===== src/rtl/cmd_decode_pkt.sv =====
// ----------------------------------------------------------------------------
// cmd_decode_pkt
//
// Decodes command frames arriving byte-by-byte from a UART receiver and drives
// the SDRAM write FIFO and the SDRAM controller's read/write triggers.
//
//   write frame : WR_CMD [len] payload[0..len-1] [csum]
//   read frame  : RD_CMD [len]
//
// [len] is present only when LEN_MODE=1. Otherwise the length is PAYLOAD_LEN.
// [csum] is present only when CMD_CHECKSUM_EN is defined. It is the XOR of
// all payload bytes.
//
// An open frame is abandoned when TIMEOUT_CYC cycles pass without a byte.
// Payload bytes pushed before an abort stay in the FIFO. Downstream treats
// anything not followed by wr_trig as uncommitted.
//
// Optional feature macro: CMD_CHECKSUM_EN (adds the trailing checksum byte).
//
// Ports
//   sclk        in   system clock
//   reset       in   asynchronous active-low reset
//   uart_flag   in   one-cycle strobe, uart_data valid
//   uart_data   in   received byte
//   wfifo_wr_en out  write FIFO push strobe
//   wfifo_data  out  payload byte to write FIFO
//   wr_trig     out  pulse: write frame committed
//   wr_len      out  committed write byte count (valid with wr_trig)
//   rd_trig     out  pulse: read request
//   rd_len      out  requested read byte count (valid with rd_trig)
//   cmd_err     out  pulse: frame aborted or rejected
//
// All outputs are registered. Every output event appears one sclk after the
// uart_flag cycle (or timeout cycle) that causes it.
// ----------------------------------------------------------------------------
module cmd_decode_pkt #(
    parameter logic [7:0] WR_CMD      = 8'h55,
    parameter logic [7:0] RD_CMD      = 8'hAA,
    parameter int         LEN_MODE    = 0,
    parameter int         PAYLOAD_LEN = 4,
    parameter int         MAX_LEN     = 64,
    parameter int         LEN_W       = 8,
    parameter int         TIMEOUT_CYC = 50000
) (
    input  logic             sclk,
    input  logic             reset,
    input  logic             uart_flag,
    input  logic [7:0]       uart_data,
    output logic             wfifo_wr_en,
    output logic [7:0]       wfifo_data,
    output logic             wr_trig,
    output logic [LEN_W-1:0] wr_len,
    output logic             rd_trig,
    output logic [LEN_W-1:0] rd_len,
    output logic             cmd_err
);

    localparam int CW = $clog2(MAX_LEN + 1);
    localparam int TW = $clog2(TIMEOUT_CYC + 1);

    typedef enum logic [2:0] {
        S_IDLE,
        S_WR_LEN,
        S_WR_DATA,
        S_RD_LEN
`ifdef CMD_CHECKSUM_EN
        , S_WR_CSUM
`endif
    } state_t;

    state_t           r_state, w_state_nxt;
    logic [CW-1:0]    r_len, w_len_nxt;
    logic [CW-1:0]    r_cnt, w_cnt_nxt, w_cnt_inc;
    logic [TW-1:0]    r_timer, w_timer_nxt;
`ifdef CMD_CHECKSUM_EN
    logic [7:0]       r_csum, w_csum_nxt;
`endif

    logic             r_wfifo_wr_en, w_wfifo_wr_en_nxt;
    logic [7:0]       r_wfifo_data, w_wfifo_data_nxt;
    logic             r_wr_trig, w_wr_trig_nxt;
    logic [LEN_W-1:0] r_wr_len, w_wr_len_nxt;
    logic             r_rd_trig, w_rd_trig_nxt;
    logic [LEN_W-1:0] r_rd_len, w_rd_len_nxt;
    logic             r_cmd_err, w_cmd_err_nxt;

    logic             w_timeout;
    logic             w_len_ok;

    // A byte in the timeout cycle wins, so the timeout only fires with no flag.
    assign w_timeout = (r_state != S_IDLE) && !uart_flag &&
                       (r_timer == TW'(TIMEOUT_CYC - 1));
    assign w_len_ok  = (uart_data != 8'd0) && (int'(uart_data) <= MAX_LEN);
    assign w_cnt_inc = r_cnt + CW'(1);

    // NOTE: every signal assigned in this block gets a default first, so no
    // path leaves it unassigned and no latch is inferred.
    always_comb begin
        w_state_nxt       = r_state;
        w_len_nxt         = r_len;
        w_cnt_nxt         = r_cnt;
        w_timer_nxt       = '0;
`ifdef CMD_CHECKSUM_EN
        w_csum_nxt        = r_csum;
`endif
        w_wfifo_wr_en_nxt = 1'b0;
        w_wfifo_data_nxt  = '0;
        w_wr_trig_nxt     = 1'b0;
        w_wr_len_nxt      = '0;
        w_rd_trig_nxt     = 1'b0;
        w_rd_len_nxt      = '0;
        w_cmd_err_nxt     = 1'b0;

        if (r_state != S_IDLE && !uart_flag) begin
            w_timer_nxt = r_timer + TW'(1);
        end

        if (w_timeout) begin
            w_cmd_err_nxt = 1'b1;
            w_state_nxt   = S_IDLE;
            w_cnt_nxt     = '0;
            w_timer_nxt   = '0;
        end else if (uart_flag) begin
            case (r_state)
                S_IDLE: begin
                    if (uart_data == WR_CMD) begin
                        w_cnt_nxt = '0;
`ifdef CMD_CHECKSUM_EN
                        w_csum_nxt = '0;
`endif
                        if (LEN_MODE != 0) begin
                            w_state_nxt = S_WR_LEN;
                        end else begin
                            w_len_nxt   = CW'(PAYLOAD_LEN);
                            w_state_nxt = S_WR_DATA;
                        end
                    end else if (uart_data == RD_CMD) begin
                        if (LEN_MODE != 0) begin
                            w_state_nxt = S_RD_LEN;
                        end else begin
                            w_rd_trig_nxt = 1'b1;
                            w_rd_len_nxt  = LEN_W'(PAYLOAD_LEN);
                        end
                    end else begin
                        w_cmd_err_nxt = 1'b1;
                    end
                end
                S_WR_LEN: begin
                    if (w_len_ok) begin
                        w_len_nxt   = CW'(uart_data);
                        w_cnt_nxt   = '0;
                        w_state_nxt = S_WR_DATA;
                    end else begin
                        w_cmd_err_nxt = 1'b1;
                        w_state_nxt   = S_IDLE;
                    end
                end
                S_RD_LEN: begin
                    if (w_len_ok) begin
                        w_rd_trig_nxt = 1'b1;
                        w_rd_len_nxt  = LEN_W'(uart_data);
                    end else begin
                        w_cmd_err_nxt = 1'b1;
                    end
                    w_state_nxt = S_IDLE;
                end
                S_WR_DATA: begin
                    // Payload bytes are never decoded as commands.
                    w_wfifo_wr_en_nxt = 1'b1;
                    w_wfifo_data_nxt  = uart_data;
                    w_cnt_nxt         = w_cnt_inc;
`ifdef CMD_CHECKSUM_EN
                    w_csum_nxt        = r_csum ^ uart_data;
                    if (w_cnt_inc == r_len) begin
                        w_cnt_nxt   = '0;
                        w_state_nxt = S_WR_CSUM;
                    end
`else
                    if (w_cnt_inc == r_len) begin
                        w_wr_trig_nxt = 1'b1;
                        w_wr_len_nxt  = LEN_W'(r_len);
                        w_cnt_nxt     = '0;
                        w_state_nxt   = S_IDLE;
                    end
`endif
                end
`ifdef CMD_CHECKSUM_EN
                S_WR_CSUM: begin
                    if (uart_data == r_csum) begin
                        w_wr_trig_nxt = 1'b1;
                        w_wr_len_nxt  = LEN_W'(r_len);
                    end else begin
                        w_cmd_err_nxt = 1'b1;
                    end
                    w_state_nxt = S_IDLE;
                end
`endif
                default: w_state_nxt = S_IDLE;
            endcase
        end
    end

    // NOTE: state registers use non-blocking assignments so every register
    // samples values from before the clock edge, whatever the block order.
    always_ff @(posedge sclk or negedge reset) begin
        if (!reset) begin
            r_state       <= S_IDLE;
            r_len         <= '0;
            r_cnt         <= '0;
            r_timer       <= '0;
`ifdef CMD_CHECKSUM_EN
            r_csum        <= '0;
`endif
            r_wfifo_wr_en <= 1'b0;
            r_wfifo_data  <= '0;
            r_wr_trig     <= 1'b0;
            r_wr_len      <= '0;
            r_rd_trig     <= 1'b0;
            r_rd_len      <= '0;
            r_cmd_err     <= 1'b0;
        end else begin
            r_state       <= w_state_nxt;
            r_len         <= w_len_nxt;
            r_cnt         <= w_cnt_nxt;
            r_timer       <= w_timer_nxt;
`ifdef CMD_CHECKSUM_EN
            r_csum        <= w_csum_nxt;
`endif
            r_wfifo_wr_en <= w_wfifo_wr_en_nxt;
            r_wfifo_data  <= w_wfifo_data_nxt;
            r_wr_trig     <= w_wr_trig_nxt;
            r_wr_len      <= w_wr_len_nxt;
            r_rd_trig     <= w_rd_trig_nxt;
            r_rd_len      <= w_rd_len_nxt;
            r_cmd_err     <= w_cmd_err_nxt;
        end
    end

    assign wfifo_wr_en = r_wfifo_wr_en;
    assign wfifo_data  = r_wfifo_data;
    assign wr_trig     = r_wr_trig;
    assign wr_len      = r_wr_len;
    assign rd_trig     = r_rd_trig;
    assign rd_len      = r_rd_len;
    assign cmd_err     = r_cmd_err;

endmodule


===== config.mk =====
export PLATFORM = sky130hd
export DESIGN_NAME = cmd_decode_pkt
export DESIGN_NICKNAME = d
export VERILOG_FILES = /design/src/rtl/cmd_decode_pkt.sv
export SDC_FILE = /design/constraint.sdc
export NUM_CORES = 1
export LEC_CHECK = 0
export CAP_MARGIN = 10
export CORE_MARGIN = 2
export CORE_UTILIZATION = 51
export DETAILED_ROUTE_END_ITERATION = 12
export PLACE_DENSITY = 0.8
export RECOVER_POWER = 25
export SLEW_MARGIN = 30
export SYNTH_ARGS = -nofsm -noshare
export SYNTH_HDL_FRONTEND = slang
export SYNTH_SLANG_ARGS = --single-unit

===== constraint.sdc =====
create_clock -name sclk -period 2.2 [get_ports sclk]
set_input_delay 0.44 -clock sclk [delete_from_list [all_inputs] [get_ports sclk]]
set_output_delay 0.44 -clock sclk [all_outputs]
set_load 0.05 [all_outputs]

* Yosys cells after proc, flatten, opt, wreduce, memory -nomap -nowiden
Cells that the tools add are included.
** Word-level totals
- Register bits after elaboration :: 61
- Input port bits :: 11
- Output and inout bits :: 28
- Logic and storage cells :: 90
** Operators by class
- Add/subtract/negate cells :: 2
- $lt $le $gt $ge :: 1
- Equality and inequality tests :: 12
- Multiplexer cells :: 49
- Bitwise logic cells :: 1
- Reduce and logical (&&, ||, !) cells :: 14
** Operator list (number)
- $mux 7 :: 11
- $mux 8 :: 6
- $mux 16 :: 2
- $pmux 7 s3 :: 1
- $mux 3 :: 6
- $mux 1 :: 17
- $add 16x1->16 const B :: 1
- $eq 16x16->1 const B :: 1
- $pmux 8 s2 :: 1
- $pmux 7 s2 :: 1
- $ne 3x3->1 const B :: 3
- $pmux 3 s3 :: 1
- $eq 8x7->1 const B :: 1
- $eq 8x8->1 const B :: 1
- $le 8x7->1 const B :: 1
- $reduce_bool 8->1 :: 1
- $add 7x1->7 const B :: 1
- $eq 7x7->1 :: 1
- $eq 3x2->1 const B :: 2
- $reduce_and 5->1 :: 1
- $ne 2x2->1 const B :: 2
- $pmux 1 s2 :: 2
- $reduce_and 4->1 :: 1
- $reduce_bool 2->1 :: 2
- 10 further kinds :: 12

* Logic depth before layout (Yosys ltp)
Gate-level depths: netlist of run 1.
- Depth in word-level cells :: 6
- Gate-level depth with buffers :: 7
- Depth with buffers taken out :: 6

* Worst setup path after synthesis of run 1
Ideal clock, no wire load.
- Kind :: flip-flop to flip-flop
- Start :: register r_timer[0]
- End :: register r_timer[10]
- Library setup time :: 71 ps
- Arrival time :: 1529 ps
- Required time :: 2129 ps
- Setup slack :: 600 ps
- Cell stages (with the launch flop) :: 8
- Path buffers :: 1
- Period minus slack after synthesis :: 1600 ps
- Cell sequence :: dfrtp_1 ha_1 and3_4 and3_4 a31oi_2 nand2_2 buf_6 nor2_1
** Between the ends
- Word-level cells in the longest chain between the ends :: 3
- Elaborated cells on any way between the ends :: 5
- Classes of those cells :: add/sub: 1; eq/ne: 1; mux: 2; reduce/logical: 1
** RTL lines
- start, declared :: RTL line 74 : logic [TW-1:0] r_timer, w_timer_nxt;
- start signal, assigned :: RTL line 225 : r_timer <= w_timer_nxt;
- $add 16x1->16 or $eq 16x16->1 (tied branches) :: RTL line 115, 92
- $mux 16 or $logic_and 1x1->1 (tied branches) :: RTL line 114, 91
- $mux 16 * :: RTL line 118 : if (w_timeout) begin
- net w_timer_nxt[10] :: RTL line 74
The timed path passes the listed nets; every way through them passes the cells marked *.
A chain may end at the register's enable or synchronous reset.

==> results of run 1 <==
==> metal layers <==
metal  track usage (%)  share of wire [%]  up-vias
li1                  -                  -      689
met1              22.2                 44      672
met2              32.7                 49       35
met3              5.31                4.8        6
met4              7.81                1.9        0
met5                 0                  0        -
==> power breakdown <==
group          internal, W  switching [W]
registers         0.000765      0.0000736
clock network     0.000333       0.000240
logic             0.000140       0.000254
total              0.00124       0.000567
==> flip-flops by register name, indices dropped and copies added (netlist names) <==
register	cells
wr_len	1
wfifo_wr_en	1
r_timer	16
cmd_err	1
r_cnt	7
r_state	1
r_len	1
wfifo_data	8
rd_len	1
wr_trig	1
==> final cells by class <==
| type | count | area (um^2) |
|---|---|---|
| Clock buffer | 5 | 68.8 |
| Clock inverter | 3 | 40.0 |
| Fill cell | 335 | 1390 |
| Inverter | 6 | 22.5 |
| Multi-Input combinational cell | 140 | 831 |
| Sequential cell | 38 | 951 |
| Tap cell | 48 | 60.1 |
| Timing Repair Buffer | 28 | 268 |
==> stage by stage <==
stage          power [W]  setup slack, ns
2_1_floorplan    0.00115            0.600
3_3_place_gp     0.00123            0.307
3_5_place_dp     0.00125            0.224
4_1_cts          0.00183            0.307
5_1_grt          0.00191            0.259
6_report         0.00181            0.323
==> path summary, 6_finish.rpt <==
check,slack [ns],cells after the start,from,to
hold / removal,0.50,1,r_timer[0],r_timer[0]
hold reg to reg,0.50,1,r_timer[0],r_timer[0]
min in group asynchronous,0.80,2,reset,wfifo_data[5]
max in group asynchronous,0.84,2,reset,r_timer[3]
setup / recovery,0.32,1,rd_len[2],rd_trig
setup reg to reg,0.41,6,r_timer[0],r_timer[12]
==> cells by family (layout without fill, tap and decap cells) <==
group | count (synthesis) | in the layout | share of synthesized area (%)
and+or+nand+nor | 86 | 86 | 23.9
DFF | 38 | 38 | 49.9
buffers and inverters | 28 | 42 | 9.12
AOI/OAI and AO/OA | 21 | 21 | 7.68
xor gates and xnor gates | 16 | 16 | 7.35
adders and majority gates | 2 | 2 | 1.31
other | 1 | 14 | 0.197
muxes | 1 | 1 | 0.525
==> synth_stat cells (all sizes together) (4+ instances only) <==
cell type  number
a31oi           5
and3           16
buf            18
clkbuf          4
dfrtp          38
inv             5
nand2          13
nand3           9
nand4           4
nor2           29
o21ai           4
xnor2          13
==> results by group, run 1 <==
Cells and area
  • Commonest non-fill, non-tap cell in the layout: dfrtp_1
  • P&R area growth vs syn: 17.5%
  • Most frequent cells in the layout: dfrtp_1, nor2_1, clkdlybuf4s50_1
  • # nets final: 232
  • Final non-filler cell total: 268
  • Post-Layout Inst Area: 0.00224 mm^2
  • Layout cell share with drive strength beyond 1: 7.73%
  • Util after Layout: 61.7%
  • Antenna diodes: 0

Synth
  • Seq cells post-synth: 38
  • Synth Cell Area: 0.00191 mm^2
  • Warnings, synthesis: 0
  • Post-synth top area share: 49.9%
  • FFs w/ async S/R, synth: 100%
  • Dominant cells by area after synthesis: dfrtp_1, xnor2_1, buf_4
  • Synth cell types: 39
  • Ys flop type: dfrtp_1
  • Gate count after technology mapping: 193
  • Area leader, netlist: dfrtp_1
  • Post-synthesis sequential area ratio: 49.9%
  • Number of synthesized flops with an enable pin: 0
  • Syn_area_per_cell: 9.88 um^2

Global routing
  • GRT Overall Usage: 18.9%
  • Initial antenna violation count: 0
  • Grt total ovfl: 0
  • Largest net degree at the start of global routing: 39
  • First-pass GRT wire length: 6.10 mm
  • Vias in the first global route: 1355

Die
  • Core area: 0.00363 mm^2
  • DIE AREA: 0.00424 mm^2
  • Die Ht: 65.1 um
  • FP Rows: 22
  • IO Pins: 39
  • Die Wd: 65.1 um
  • Starting Density: 52.5%

Timing
  • Final Critical Period: 1.88 ns
  • Final hold slack: 0.499 ns
  • Setup TNS: 0 ns
  • Final setup viols: 0
  • RSZ-0062 raised after global routing: no
  • Final period util: 85.3%
  • Worst slew pin tran: 0.905 ns
  • Final hold viol count: 0
  • Max-slew headroom: 39.7%
  • Clk_skew: 0.00579 ns
  • Fmax: 533 MHz
  • Fin. max-slew vios: 0

Route
  • Post-Route WL: 3.45 mm
  • Drt initial violations: 71
  • WL/cell: 12.9 um
  • DR vias: 1402
  • Post-route ant nets: 0
  • Pre-Repair DR Iteration Count: 4
  • DR DRC count: 0
  • Vias per cell: 5.23

CTS
  • CTS max path bufs: 2
  • Post-CTS sizing: 0
  • Hold_buf cts: 0
  • Clock Sinks: 38
  • TritonCTS buffer count: 5
  • Clock tree root driver cell: clkbuf_8
  • Clock latency on the worst-skew pair: 0.29 ns
  • Post-CTS Setup Inserts: 0
  • Worst-path clk slew: 0.08 ns
  • CTS tree: yes
  • H-tree levels: 2

Power and ir drop
  • Pwr/cell area: 806 mW/mm^2
  • Maximum VDD drop: 0.343 mV
  • LEAKAGE: 1.00 nW

Placed design
  • Final HPWL DP: 2.42 mm
  • DP Area: 0.00213 mm^2
  • Placed insts: 260
  • GP Congestion: 0.822
  • # port buffers: 24

Critical path
  • Family with the most delay on the worst path: buffers and inverters
  • WP data required: 1.76 ns
  • Setup crit end kind: output port
  • Cell Chain, Critical Path: clkdlybuf4s50_1
  • Worst path max stage delay: 0.80 ns
  • Crit Path Class: flop to output port
  • Crit path buf inv count: 1
  • Critical-path top delay cell: clkdlybuf4s50_1
  • Setup crit start kind: flop
  • Arrival @ worst endpoint: 1.44 ns
  • Worst-path maximum fanout: 2

Hold path
  • Worst Hold Class: flop to flop

Status
  • Outcome: complete, no violations

Job
  • Total of max-cap violations: 0
Power figures use the tool's default switching activity.
==> run 2: changes to the inputs <==
Settings changed: CORE_MARGIN 2 to unset, REMOVE_ABC_BUFFERS set to 1.
==> results by group, run 2 (synthesized netlist as in run 1, its figures left out) <==
Status
  • Outcome: complete, no violations

Die
  • Die Wd: 63.1 um
  • Die Ht: 63.1 um
  • Starting Density: 55.0%
  • DIE AREA: 0.00399 mm^2
  • FP Rows: 21
  • IO Pins: 39
  • Core area: 0.00347 mm^2

Critical path
  • Arrival @ worst endpoint: 1.45 ns
  • Setup crit end kind: output port
  • R2R Path End: r_timer[5]
  • Worst Setup EP: rd_len[2]
  • Crit path buf inv count: 1
  • CP Launch Point: rd_len[2]
  • Cell Chain, Critical Path: clkdlybuf4s50_1
  • Crit Path Class: flop to output port
  • Worst-case reg-to-reg path depth: 6
  • FF-to-FF setup slack: 0.41 ns
  • WP data required: 1.76 ns
  • Critical-path top delay cell: clkdlybuf4s50_1
  • R2r startpoint: r_timer[0]
  • Setup crit start kind: flop
  • Worst-path maximum fanout: 2
  • Worst path max stage delay: 0.80 ns
  • CP Depth: 1
  • Family with the most delay on the worst path: buffers and inverters

Timing
  • Final period util: 86.1%
  • Final setup viols: 0
  • Fin. max-slew vios: 0
  • Clk_skew: 0.00908 ns
  • Setup TNS: 0 ns
  • Final Critical Period: 1.89 ns
  • Worst slew pin tran: 0.919 ns
  • Max-slew headroom: 38.7%
  • Final hold viol count: 0
  • RSZ-0062 raised after global routing: no
  • Fmax: 528 MHz

Cells and area
  • Max reg flops: 16
  • Sequential Area: 951 um^2
  • Most frequent cells in the layout: dfrtp_1, nor2_1, clkdlybuf4s50_1
  • Commonest non-fill, non-tap cell in the layout: dfrtp_1
  • Fillers: 284
  • Multi-input logic area: 831 um^2
  • P&R area growth vs syn: 16.1%
  • Antenna diodes: 0
  • # nets final: 231
  • Layout cell share with drive strength beyond 1: 7.76%
  • Post-Layout Inst Area: 0.00221 mm^2
  • Top reg by flops: r_timer
  • Util after Layout: 63.9%

Power and ir drop
  • Pwr/cell area: 782 mW/mm^2
  • LEAKAGE: 0.987 nW
  • Reg power frac: 48.4%
  • NetSw: 0.000575 W
  • Maximum VDD drop: 0.521 mV
  • Power Internal: 0.00116 W
  • Clock network fraction of total power: 29.2%
  • Switching Share: 33.2%
  • Comb power frac: 22.4%

Route
  • Post-route ant nets: 0
  • DR DRC count: 0
  • Post-Route WL: 3.43 mm
  • Vias per cell: 5.36
  • DR vias: 1420
  • WL/cell: 12.9 um
  • Pre-Repair DR Iteration Count: 5
  • Drt initial violations: 64

CTS
  • TritonCTS buffer count: 5
  • CTS max path bufs: 2
  • H-tree levels: 2
  • Worst-path clk slew: 0.08 ns
  • Post-CTS sizing: 0
  • Post-CTS Setup Inserts: 0
  • Clock tree root driver cell: clkbuf_8
  • CTS tree: yes
  • Hold_buf cts: 0
  • Clock Sinks: 38
  • Clock latency on the worst-skew pair: 0.30 ns

Global routing
  • Largest net degree at the start of global routing: 39
  • Grt total ovfl: 0
  • GRT Overall Usage: 18.9%
  • Vias in the first global route: 1347
  • Initial antenna violation count: 0
  • First-pass GRT wire length: 5.76 mm

Placed design
  • GP Congestion: 0.795
  • # port buffers: 24
  • Final HPWL DP: 2.27 mm
  • DP Area: 0.00212 mm^2

Job
  • Total of max-cap violations: 0

Hold path
  • Worst Hold Class: input pin to asynchronous set/reset pin
==> run 2: cell count changes in the layout (fill, tap and decap cells not counted) <==
cell / previous run / this run
bufinv_16: 1 / 0
clkbuf_8: 5 / 6
dlygate4sd3_1: 1 / 0
clkinv_2: 2 / 1
clkinvlp_4: 0 / 1
==> run 2: per-stage QoR <==
| step | hold WS [ns] | cells | worst slack, ns | total power (W) |
|---|---|---|---|---|
| final | 0.263 | 265 | 0.307 | 0.00173 |
| after global routing | 0.330 | 265 | 0.211 | 0.00183 |
| after CTS | 0.253 | 265 | 0.278 | 0.00175 |
| after detailed placement | 0.482 | 257 | 0.248 | 0.00124 |
| after global placement | 0.479 | 257 | 0.301 | 0.00123 |
| after floorplan | 0.144 | 184 | 0.640 | 0.00111 |
==> run 2: how the worst min path moves through the flow <==
stage                     startpoint             to  slack [ns]  cells past startpoint
after floorplan                reset        cmd_err        0.14                      0
after global placement    r_timer[0]     r_timer[0]        0.48                      1
after detailed placement  r_timer[0]     r_timer[0]        0.48                      1
after CTS                      reset  wfifo_data[1]        0.25                      1
after global routing           reset  wfifo_data[7]        0.33                      1
final                          reset  wfifo_data[7]        0.26                      1
==> run 2: layout make-up <==
cell class	instances	share of cell area, %
Timing Repair Buffer	27	11.6
Clock inverter	2	0.565
Sequential cell	38	42.9
Multi-Input combinational cell	140	37.5
Tap cell	46	2.60
Inverter	6	1.02
Clock buffer	6	3.73
==> run 2: power by group through the flow <==
stage	registers, W	logic [W]	clock network (W)
5_1_grt	0.000847	0.000426	0.000557
2_1_floorplan	0.000895	0.000213	0
4_1_cts	0.000835	0.000392	0.000522
6_report	0.000837	0.000389	0.000506
3_5_place_dp	0.000848	0.000392	0
3_3_place_gp	0.000846	0.000382	0
==> run 2: worst register-to-register path: cells and delay by family, from the launching register on <==
family          cells  cell delay [ns]
compound gates      1             0.25
fa+ha+maj           1             0.25
flops               1             0.41
simple gates        4             0.80
==> run 2: metal layers <==
| metal | share of wire (%) | track usage [%] | vias up |
|---|---|---|---|
| met5 | 0 | 0 | - |
| met2 | 49 | 30.9 | 53 |
| met4 | 1.9 | 10.2 | 0 |
| met3 | 4.9 | 6.52 | 6 |
| met1 | 44 | 21.4 | 673 |
| li1 | - | - | 688 |
==> run 3: changes to the inputs <==
Settings changed: CAP_MARGIN 10 to 40, CORE_ASPECT_RATIO set to 1.4.
==> results by group, run 3 (synthesized netlist as in run 1, its figures left out) <==
Route
  • Post-Route WL: 3.69 mm
  • Drt initial violations: 32
  • WL/cell: 14.2 um
  • Pre-Repair DR Iteration Count: 4
  • DR vias: 1404
  • Vias per cell: 5.40
  • Post-route ant nets: 0
  • DR DRC count: 0

Cells and area
  • Top reg by flops: r_timer
  • Final non-filler cell total: 260
  • Commonest non-fill, non-tap cell in the layout: dfrtp_1
  • Multi-input logic area: 831 um^2
  • P&R area growth vs syn: 16.3%
  • Layout cell share with drive strength beyond 1: 7.27%
  • Sequential Area: 951 um^2
  • Fillers: 277
  • # nets final: 232
  • Most frequent cells in the layout: dfrtp_1, nor2_1, clkdlybuf4s50_1
  • Antenna diodes: 0
  • Post-Layout Inst Area: 0.00222 mm^2
  • Max reg flops: 16

Timing
  • Max-slew headroom: 14.9%
  • Worst slew pin tran: 1.28 ns
  • Setup ws final: 0.286 ns
  • Final hold viol count: 0
  • Fmax: 523 MHz
  • Setup TNS: 0 ns
  • Final setup viols: 0
  • Fin. max-slew vios: 0
  • Clk_skew: 0.00703 ns
  • RSZ-0062 raised after global routing: no
  • Final Critical Period: 1.91 ns
  • Final period util: 87.0%

Critical path
  • Worst-path maximum fanout: 2
  • Setup crit start kind: flop
  • Crit Path Class: flop to output port
  • WP data required: 1.76 ns
  • R2r startpoint: r_timer[0]
  • Arrival @ worst endpoint: 1.47 ns
  • Worst path max stage delay: 0.82 ns
  • FF-to-FF setup slack: 0.39 ns
  • Crit path buf inv count: 1
  • R2R Path End: r_timer[14]
  • Setup crit end kind: output port
  • Cell Chain, Critical Path: clkdlybuf4s50_1
  • Family with the most delay on the worst path: buffers and inverters
  • Worst-case reg-to-reg path depth: 6
  • Critical-path top delay cell: clkdlybuf4s50_1

Placed design
  • DP Area: 0.00211 mm^2
  • GP Congestion: 0.781
  • # port buffers: 24
  • Final HPWL DP: 2.56 mm
  • Placed insts: 251
  • Pre-CTS WS: 0.265 ns

Die
  • IO Pins: 39
  • Core area: 0.00347 mm^2
  • DIE AREA: 0.00399 mm^2
  • FP Rows: 25
  • Starting Density: 54.9%
  • Die Wd: 53.7 um
  • Die Ht: 74.4 um

Power and ir drop
  • LEAKAGE: 0.997 nW
  • Pwr/cell area: 784 mW/mm^2
  • Pwr Total: 0.00174 W
  • Maximum VDD drop: 0.663 mV

Hold path
  • Worst Hold Class: input pin to asynchronous set/reset pin

Status
  • Outcome: complete, no violations

CTS
  • Clock Sinks: 38
  • CTS tree: yes
  • Hold_buf cts: 0
  • Post-CTS sizing: 0
  • TritonCTS buffer count: 5
  • H-tree levels: 2
  • Clock tree root driver cell: clkbuf_8
  • Post-CTS Setup Inserts: 0
  • CTS max path bufs: 2
  • Worst-path clk slew: 0.08 ns
  • Clock latency on the worst-skew pair: 0.29 ns

Global routing
  • Vias in the first global route: 1441
  • GRT Overall Usage: 21.2%
  • First-pass GRT wire length: 6.17 mm
  • Largest net degree at the start of global routing: 39
  • Initial antenna violation count: 0
  • Grt total ovfl: 0

Job
  • Total of max-cap violations: 0
[run 3: layout make-up]
class | count | area share, %
clock inverter | 2 | 0.564
timing repair buffer | 28 | 12.1
multi-input combinational | 140 | 37.5
clock buffer | 6 | 3.72
inverter | 6 | 1.02
sequential | 38 | 42.9
tap | 40 | 2.26
[run 3: through the flow]
stage	util (%)	hold WS, ns
3_5_place_dp	60.8	0.492
5_1_grt	63.9	0.113
4_1_cts	63.6	0.267
2_1_floorplan	-	0.144
6_report	63.9	0.0703
3_3_place_gp	60.8	0.486
[run 3: power breakdown]
| group | total [W] | internal, W | switching (W) |
|---|---|---|---|
| clock | 0.000499 | 0.000252 | 0.000248 |
| sequential | 0.000845 | 0.000765 | 0.0000803 |
| combinational | 0.000395 | 0.000141 | 0.000254 |
[run 3: worst max path at each step]
stage,from,end,slack [ns],cells after the start
3_3_place_gp,uart_data[7],r_cnt[5],0.31,6
6_report,rd_len[2],rd_len[2],0.29,1
4_1_cts,rd_len[2],rd_len[2],0.27,1
5_1_grt,reset,r_timer[6],0.16,2
2_1_floorplan,r_timer[0],r_timer[10],0.64,6
3_5_place_dp,uart_data[7],r_cnt[5],0.26,6
[run 3: worst reg2reg max path, stage by stage, from the launching register on]
cell and delay (ns):
dfrtp_1 0.41, ha_1 0.24, and3_4 0.21, and3_4 0.17, a31oi_2 0.26, nand2_2 0.27, nor2_1 0.18
[run 3: routing by layer]
layer	track usage (%)	vias up	part of all wire, %
met1	23.5	682	41
li1	-	686	-
met2	37.2	28	54
met5	0	-	0
met3	5.11	8	2.7
met4	9.65	0	2.0
